## config.mk

```make
export PLATFORM = sky130hd
export DESIGN_NAME = uart_rx
export DESIGN_NICKNAME = d
export VERILOG_FILES = /design/src/rtl/uart_rx.sv
export SDC_FILE = /design/constraint.sdc
export NUM_CORES = 1
export LEC_CHECK = 0
export CAP_MARGIN = 10
export CORE_ASPECT_RATIO = 1.1
export CORE_MARGIN = 2
export CORE_UTILIZATION = 47
export CTS_CLUSTER_DIAMETER = 60
export CTS_CLUSTER_SIZE = 25
export DETAILED_ROUTE_END_ITERATION = 10
export PLACE_DENSITY_LB_ADDON = 0.12
export SLEW_MARGIN = 10
export SYNTH_ARGS = -nofsm -noshare
export SYNTH_HDL_FRONTEND = slang
export SYNTH_SLANG_ARGS = --single-unit
```

## constraint.sdc

```tcl
create_clock -name i_Clock -period 4.2 [get_ports i_Clock]
set_input_delay 0.84 -clock i_Clock [delete_from_list [all_inputs] [get_ports i_Clock]]
set_output_delay 0.84 -clock i_Clock [all_outputs]
set_load 0.005 [all_outputs]
```

## src/rtl/uart_rx.sv

```systemverilog
// 8N1 serial receiver: oversamples a 2-flop-synchronized line, samples mid-bit, strobes each byte.
// Optional UART_RX_FRAME_ERR_EN adds o_RX_Frame_Err and drops bytes whose stop bit reads 0.
module uart_rx #(
  parameter int CLKS_PER_BIT = 217
) (
  input  logic       i_Clock,
  input  logic       i_Reset,
  input  logic       i_RX_Serial,
  output logic       o_RX_DV,
  output logic [7:0] o_RX_Byte
`ifdef UART_RX_FRAME_ERR_EN
  ,
  output logic       o_RX_Frame_Err
`endif
);

  // state   | meaning
  // IDLE    | waiting for a falling edge on an armed (seen-high) line
  // START   | counting to mid start bit, rejecting glitches
  // DATA    | sampling 8 data bits LSB first, one bit period apart
  // STOP    | sampling the stop bit, publishing the byte
  // CLEANUP | one-cycle gap; DV drops, receiver must see high again to re-arm
  typedef enum logic [2:0] {IDLE, START, DATA, STOP, CLEANUP} state_t;

  localparam int CW = (CLKS_PER_BIT > 1) ? $clog2(CLKS_PER_BIT) : 1;
  localparam logic [CW-1:0] HALF_CNT = CW'((CLKS_PER_BIT - 1) / 2);
  localparam logic [CW-1:0] BIT_CNT  = CW'(CLKS_PER_BIT - 1);

  state_t        state, state_nx;
  logic          rx_meta, rx_sync;
  logic [CW-1:0] cnt, cnt_nx;
  logic [2:0]    idx, idx_nx;
  logic [7:0]    shift, shift_nx;
  logic          armed, armed_nx;
  logic          dv_nx;
  logic [7:0]    byte_nx;
  logic          stop_ok;
  logic          stop_sample;

`ifdef UART_RX_FRAME_ERR_EN
  logic          fe_nx;
  assign stop_ok = rx_sync;
`else
  assign stop_ok = 1'b1;
`endif

  assign stop_sample = (state == STOP) && (cnt == BIT_CNT);

  always_ff @(posedge i_Clock) begin
    if (i_Reset) begin
      rx_meta   <= 1'b1;
      rx_sync   <= 1'b1;
      state     <= IDLE;
      cnt       <= '0;
      idx       <= '0;
      shift     <= '0;
      armed     <= 1'b0;
      o_RX_DV   <= 1'b0;
      o_RX_Byte <= 8'h00;
`ifdef UART_RX_FRAME_ERR_EN
      o_RX_Frame_Err <= 1'b0;
`endif
    end else begin
      rx_meta   <= i_RX_Serial;
      rx_sync   <= rx_meta;
      state     <= state_nx;
      cnt       <= cnt_nx;
      idx       <= idx_nx;
      shift     <= shift_nx;
      armed     <= armed_nx;
      o_RX_DV   <= dv_nx;
      o_RX_Byte <= byte_nx;
`ifdef UART_RX_FRAME_ERR_EN
      o_RX_Frame_Err <= fe_nx;
`endif
    end
  end

  always_comb begin
    state_nx = state;
    cnt_nx   = cnt;
    idx_nx   = idx;
    shift_nx = shift;
    armed_nx = armed;
    case (state)
      IDLE: begin
        cnt_nx = '0;
        idx_nx = '0;
        if (rx_sync) armed_nx = 1'b1;
        else if (armed) state_nx = START;
      end
      START: begin
        if (cnt == HALF_CNT) begin
          cnt_nx   = '0;
          state_nx = rx_sync ? IDLE : DATA;
        end else begin
          cnt_nx = cnt + 1'b1;
        end
      end
      DATA: begin
        if (cnt == BIT_CNT) begin
          cnt_nx        = '0;
          shift_nx[idx] = rx_sync;
          if (idx == 3'd7) state_nx = STOP;
          else idx_nx = idx + 1'b1;
        end else begin
          cnt_nx = cnt + 1'b1;
        end
      end
      STOP: begin
        if (cnt == BIT_CNT) begin
          cnt_nx   = '0;
          armed_nx = 1'b0;
          state_nx = CLEANUP;
        end else begin
          cnt_nx = cnt + 1'b1;
        end
      end
      CLEANUP: state_nx = IDLE;
      default: state_nx = IDLE;
    endcase
  end

  always_comb begin
    dv_nx   = 1'b0;
    byte_nx = o_RX_Byte;
`ifdef UART_RX_FRAME_ERR_EN
    fe_nx   = 1'b0;
`endif
    if (stop_sample) begin
      if (stop_ok) begin
        dv_nx   = 1'b1;
        byte_nx = shift;
      end
`ifdef UART_RX_FRAME_ERR_EN
      else begin
        fe_nx = 1'b1;
      end
`endif
    end
  end

endmodule

```

-- Word level (Yosys, flattened, before mapping)
Cells that the tools add are included.
Widths: inputs -> output; s select.
- add/subtract/negate cells: 2
- equality and inequality tests: 14
- reduce and logical (&&, ||, !) cells: 11
- order comparisons: 2
- mux-type cells: 21
- operator list (cell ; number):
    $mux 3 ; 8
    $pmux 8 s3 ; 1
    $mux 8 ; 2
    $ne 2x2->1 const B ; 7
    $pmux 3 s4 ; 1
    $add 8x1->8 const B ; 1
    $bwmux 8 ; 1
    $eq 8x7->1 const B ; 1
    $eq 8x8->1 const B ; 1
    $eq 3x2->1 const B ; 2
    $pmux 3 s2 ; 1
    $reduce_and 3->1 ; 2
    $reduce_and 6->1 ; 1
    $lt 3x4->1 const B ; 1
    $mux 1 ; 4
    $reduce_bool 2->1 ; 2
    $add 3x1->3 const B ; 1
    $demux 1 s3 ; 1
    $eq 3x1->1 const B ; 1
    $eq 3x3->1 const B ; 1
    $ge 3x1->1 const B ; 1
    $logic_not 3->1 ; 1
    $reduce_bool 3->1 ; 1
    $logic_and 1x1->1 ; 2
    5 further kinds ; 5
- bits of input ports: 3
- word-level logic and storage cells: 59
- output and inout port bits: 9
- flip-flop bits (word level): 34

-- Logic depth before layout (Yosys ltp)
Gate-level depths: netlist of run 1.
- depth after elaboration: 5
- mapped depth: 8

-- Least setup slack after synthesis of run 1
Ideal clock, no wire load.
- path type: flip-flop to flip-flop
- from: reg cnt[0]
- to: reg state[1]
- stages on the path, launching flop included: 8
- data arrival time: 1.702 ns
- setup time: 0.123 ns
- setup slack: 2.375 ns
- path through: dfxtp_1 -> inv_1 -> ha_1 -> and3_1 -> buf_4 -> a211oi_4 -> nor3_4 -> mux2_1
- word-level cells in the longest chain between the ends: 3
- elaborated cells on any way between the ends: 6
- those cells by class: 5 x eq/ne; 1 x reduce/logical
- RTL lines (what ; RTL line ; source):
    start, declared ; 31 ; logic [CW-1:0] cnt, cnt_nx;
    start signal, assigned ; 67 ; cnt <= cnt_nx;
    $eq 8x7->1 or $eq 8x8->1 (tied branches) ; 93, 101, 111 ;
    $ne 2x2->1 (no line) or $ne 2x1->1 (tied branches) ; - ;
    $reduce_and 6->1 (no line) * ; - ;
    end signal, assigned ; 66 ; state <= state_nx;
    end, declared ; 29 ; state_t state, state_nx;
Every way passes the cells marked *; elsewhere a longest branch is shown, timed or not.
A chain may end at the register's enable or synchronous reset.

==> results.py, run 1 <==
metrics = {
    "yosys": {
        "synth_ff_type": "dfxtp_1",
        "yosys.area.top_type_share_pct": 42.8,
        "synth_common_cells": "dfxtp_1, nand2_1, nor2_1, mux2i_1, a21oi_1",
        "synth_most_common_cell": "dfxtp_1",
        "synthesis.nets": 179,
        "netlist_area_um2": 1590,
        "async_flop_share_pct": 0,
        "synth_cell_type_count": 45,
        "synth-edff-count": 0,
        "synth_top_cell_by_area": "dfxtp_1",
        "yosys_register_bits": 34,
        "synth_cells": 172,
        "ys_warn_count": 0,
        "synth_seq_area_share_pct": 42.8,
        "syn_area_per_cell_um2": 9.25,
        "ys_top_cells_by_area": "dfxtp_1, mux2i_1, nand2_1",
    },
    "sta": {
        "relSlewSlack_pct": 53.9,
        "setup_viol": 0,
        "hold_violations": 0,
        "worstMarginPinSlew_ns": 0.689,
        "skew_ns": 0.00265,
        "timing.fmax_ghz": 0.473,
        "report.final.slew_viol_count": 0,
        "finalCriticalPeriod_ns": 2.11,
        "setup_tns_ns": 0,
        "rsz0062_at_grt": "false",
        "fin_crit_sh_pct": 50.3,
    },
    "routing": {
        "drt-vias-per-instance": 5.87,
        "drtPass1Iterations": 4,
        "wl_mm": 3.19,
        "wire_per_inst_um": 14.5,
        "dr.first_iter.drc_count": 29,
        "route.vias.total": 1285,
        "detail-route-antenna-nets": 0,
        "drc_errors": 0,
    },
    "cells_and_area": {
        "stdcell_area_um2": 1760,
        "antenna_cells": 0,
        "nNetsFinal": 189,
        "layout-drive-gt1-share_pct": 9.84,
        "syn2layout_area_growth_pct": 10.8,
        "finalNonFillerCells": 219,
        "fill_cells": 327,
        "finish.utilization_pct": 53.8,
    },
    "power_and_ir_drop": {
        "internal-power_mw": 0.449,
        "total_power_mw": 0.622,
        "comb_power_share_pct": 14.7,
        "clock_power_share_pct": 30.4,
        "p_seq_share_pct": 54.9,
        "p_leak_nw": 0.674,
        "switching_power_mw": 0.173,
        "p_sw_share_pct": 27.8,
        "p_per_area_nw_per_um2": 353,
        "irDropWorstVdd_uv": 146,
    },
    "setup_path": {
        "r2r_slack_ns": 2.10,
        "rr_endpoint": "armed$_SDFFE_PP0P_",
        "crit_start": "i_Reset",
        "r2r_start": "cnt[0]$_SDFFE_PP0P_",
        "arrival_ns": 2.35,
        "reg2reg_depth": 6,
        "cp-start-kind": "input port",
        "path_max_fanout": 26,
        "endpoint_kind": "flip-flop",
        "path_class": "input port to flip-flop",
        "worstPathRequired_ns": 4.44,
        "critPathCapture": "idx[0]$_SDFFE_PP0P_",
    },
    "clock_network": {
        "h-tree-depth": 2,
        "cts_buffers": 5,
        "cts_tree": "done",
        "cts_setup_buffers": 0,
        "postCtsResizedCells": 0,
        "clkTransAtPathRegs_ns": 0.10,
        "worstSkewPairLatency_ns": 0.34,
        "holdBufCountCts": 0,
        "cts.path.max_buffers": 2,
        "clock-root-buffer": "clkbuf_4",
        "cts_sinks": 34,
    },
    "place": {
        "portBuffers": 11,
        "dp_hpwl_mm": 2.17,
        "gp_congestion": 0.758,
        "placed_area_um2": 1700,
        "dp_cells": 211,
    },
    "global_route": {
        "grtUsageTotal_pct": 18.7,
        "overflow": 0,
        "grt_pass1_vias": 1242,
        "grt_use_met1_pct": 20.4,
        "grtUsageMet2_pct": 32.1,
        "grt_pass1_wl_mm": 5.38,
        "grt_max_degree": 27,
        "antenna_found_initial": 0,
        "grt-busiest-layer": "met2",
        "grtUsageMet3_pct": 4.99,
    },
    "floorplan": {
        "std_cell_rows": 22,
        "core_um2": 3280,
        "die_height_um": 65.0,
        "fp.dieW_um": 59.5,
        "dieArea_um2": 3870,
        "io_pins": 12,
        "initial_core_util_pct": 48.6,
    },
    "status": {
        "status": "finished clean",
    },
    "worst_hold_path": {
        "hold_start": "rx_meta$_SDFF_PP1_",
        "min_path_cells": 1,
        "hold_class": "flip-flop to flip-flop",
    },
    "flow_run": {
        "drv_cap": 0,
    },
}
## state kept, by name (all words and copies together), names as in the netlist
| signal | cells |
|---|---|
| shift | 8 |
| idx | 3 |
| cnt | 8 |
| armed | 1 |
| rx_sync | 1 |
| o_RX_Byte | 8 |
| rx_meta | 1 |
| o_RX_DV | 1 |
| state | 3 |
## worst min-delay path by stage
stage                               to  slack (ns)
global placement    rx_sync$_SDFF_PP1_        0.40
detailed placement  rx_sync$_SDFF_PP1_        0.40
global route        rx_sync$_SDFF_PP1_        0.45
floorplan           rx_sync$_SDFF_PP1_        0.39
CTS                 rx_sync$_SDFF_PP1_        0.42
finish              rx_sync$_SDFF_PP1_        0.42
## area by class of cell
| cell class | instances | area (µm²) | area share [%] |
|---|---|---|---|
| well taps | 36 | 45.0 | 2.56 |
| multi-input cells | 123 | 837 | 47.5 |
| repair buffers | 12 | 118 | 6.67 |
| inverters | 6 | 22.5 | 1.28 |
| clock inverters | 1 | 5.00 | 0.284 |
| clock buffers | 7 | 55.1 | 3.12 |
| flip-flops and latches | 34 | 681 | 38.6 |
## per-layer routing
| layer | wire, µm | vias to the layer above |
|---|---|---|
| li1 | - | 651 |
| met4 | 57 | 0 |
| met2 | 1630 | 24 |
| met1 | 1390 | 605 |
| met3 | 108 | 5 |
| met5 | 0 | - |
## power by group through the flow
stage | logic, mW | registers, mW | clock network [mW]
floorplan | 0.0753 | 0.346 | 0
CTS | 0.0930 | 0.341 | 0.196
finish | 0.0913 | 0.341 | 0.189
global placement | 0.0890 | 0.348 | 0
global route | 0.105 | 0.342 | 0.212
detailed placement | 0.0915 | 0.349 | 0
## layout by cell type, fill, tap and decap left out, types with 2 or more instances in the layout
cell type         n
nor3_1            6
dfxtp_1          34
nor2b_1           3
a31oi_1           2
o211ai_1          2
o21ai_0           3
or3_1             2
and3_1            2
inv_1             5
a21oi_1           8
nand3_1           3
nand4_1           3
mux2i_1          13
o22ai_1           5
o311ai_0          2
or2_2             3
a22o_1            2
o21a_1            3
nor4_1            2
clkdlybuf4s50_1  11
nand2_1          19
o41ai_1           2
nor3b_1           2
clkbuf_4          5
mux2_2            2
ha_1              4
nor2_1           15
## metrics by stage
step           setup WS (ns)  hold WS (ns)
2_1_floorplan           2.37         0.389
4_1_cts                 2.06         0.424
3_5_place_dp            1.71         0.399
5_1_grt                 1.95         0.449
3_3_place_gp            1.75         0.402
6_report                2.09         0.420
## cells by family after synthesis
logic type	count (synthesis)	share of synthesized area, %
fa+ha+maj	4	3.14
buf+inv	15	4.64
simple gates	68	23.3
compound gates	35	15.8
mux	16	10.3
flops	34	42.8
## critical path: stages
cell             delay, ns
clkdlybuf4s50_1       0.45
buf_4                 0.28
clkinv_1              0.30
o21a_1                0.22
mux2_2                0.26
No activity file was read; power rests on OpenSTA's default activity.
==> inputs of run 2 (changes only) <==
- clock period: 4.2 -> 2.1 ns (I/O delays scaled with it)
==> results.py, run 2 (synthesis results as in run 1) <==
metrics = {
    "cells_and_area": {
        "finalNonFillerCells": 226,
        "largest_registers": "cnt (8), o_RX_Byte (8), shift (8)",
        "layout_commonest_cell": "dfxtp_1",
        "multi_input_area_um2": 837,
        "syn2layout_area_growth_pct": 14.3,
        "final_cell_mix": "dfxtp_1, nand2_1, nor2_1, mux2i_1, clkdlybuf4s50_1",
        "layout.area.seq_um2": 681,
        "nNetsFinal": 196,
        "fill_cells": 308,
        "layout-drive-gt1-share_pct": 13.7,
        "antenna_cells": 0,
    },
    "setup_path": {
        "path_max_fanout": 5,
        "path_class": "flip-flop to flip-flop",
        "endpoint_kind": "flip-flop",
        "worstPathRequired_ns": 2.39,
        "cp-start-kind": "flip-flop",
        "arrival_ns": 2.11,
    },
    "floorplan": {
        "fp.dieW_um": 59.5,
        "core_um2": 3280,
        "io_pins": 12,
        "dieArea_um2": 3870,
        "std_cell_rows": 22,
        "die_height_um": 65.0,
        "initial_core_util_pct": 48.6,
    },
    "routing": {
        "detail-route-antenna-nets": 0,
        "dr.first_iter.drc_count": 34,
        "wire_per_inst_um": 13.9,
        "wl_mm": 3.14,
        "drc_errors": 0,
        "route.vias.total": 1299,
        "drtPass1Iterations": 4,
        "drt-vias-per-instance": 5.75,
    },
    "global_route": {
        "overflow": 0,
        "grtUsageTotal_pct": 18.3,
        "antenna_found_initial": 0,
        "grt_pass1_vias": 1227,
        "grt_pass1_wl_mm": 5.33,
        "grt_max_degree": 16,
    },
    "power_and_ir_drop": {
        "irDropWorstVdd_uv": 326,
        "p_leak_nw": 0.707,
        "p_per_area_nw_per_um2": 695,
    },
    "sta": {
        "relSlewSlack_pct": 64.8,
        "whs_ns": 0.425,
        "setup_tns_ns": 0,
        "hold_violations": 0,
        "rsz0062_at_grt": "false",
        "timing.fmax_ghz": 0.549,
        "fin_crit_sh_pct": 86.7,
        "setup_viol": 0,
        "skew_ns": 0.00524,
        "setup_slack_ns": 0.280,
        "report.final.slew_viol_count": 0,
        "finalCriticalPeriod_ns": 1.82,
        "worstMarginPinSlew_ns": 0.523,
    },
    "clock_network": {
        "cts_sinks": 34,
        "holdBufCountCts": 0,
        "cts_setup_buffers": 0,
        "cts_buffers": 5,
        "h-tree-depth": 2,
        "worstSkewPairLatency_ns": 0.34,
        "postCtsResizedCells": 0,
        "clock-root-buffer": "clkbuf_4",
        "cts_tree": "done",
        "cts.path.max_buffers": 2,
        "clkTransAtPathRegs_ns": 0.11,
    },
    "place": {
        "dp_hpwl_mm": 2.31,
        "gp_congestion": 0.843,
        "portBuffers": 11,
        "dp_slack_ns": 0.290,
        "dp_cells": 218,
    },
    "status": {
        "status": "finished clean",
    },
    "flow_run": {
        "drv_cap": 0,
    },
    "worst_hold_path": {
        "hold_class": "flip-flop to flip-flop",
    },
}
-- run 2: final timing paths --
check	endpoint	from	depth (start not counted)	slack (ns)
min reg2reg	rx_sync$_SDFF_PP1_	rx_meta$_SDFF_PP1_	1	0.42
min	rx_sync$_SDFF_PP1_	rx_meta$_SDFF_PP1_	1	0.42
max	idx[0]$_SDFFE_PP0P_	cnt[0]$_SDFFE_PP0P_	6	0.28
max reg2reg	idx[0]$_SDFFE_PP0P_	cnt[0]$_SDFFE_PP0P_	6	0.28
-- run 2: final cells by class --
class                           instances  share of cell area [%]
Multi-Input combinational cell        123                    46.0
Sequential cell                        34                    37.4
Timing Repair Buffer                   19                    9.35
Clock buffer                            6                    2.82
Tap cell                               36                    2.48
Inverter                                6                    1.24
Clock inverter                          2                   0.688
-- run 2: per-layer routing --
layer,track usage (%),share of wire [%],vias to the layer above
met2,32.6,53,19
met5,0,0,-
li1,-,-,656
met4,8.52,1.5,0
met3,5.79,2.8,8
met1,18.8,42,616
-- run 2: power breakdown --
part | switching [mW] | internal (mW)
clock network | 0.224 | 0.161
registers | 0.0189 | 0.664
logic | 0.112 | 0.0848
-- run 2: stage by stage --
stage | power (mW) | cell area [µm²] | util, %
final | 1.26 | 1820 | 55.5
after global routing | 1.34 | 1820 | 55.5
after CTS | 1.28 | 1820 | 55.5
after detailed placement | 0.892 | 1760 | 53.6
after global placement | 0.887 | 1760 | 53.6
after floorplan | 0.842 | 1590 | -
-- run 2: critical path: stages (launching register included) --
cell and delay (ns):
dfxtp_1 0.35, inv_1 0.08, ha_1 0.16, and3_1 0.34, nand3_4 0.12, nor4_1 0.48, mux2_2 0.24
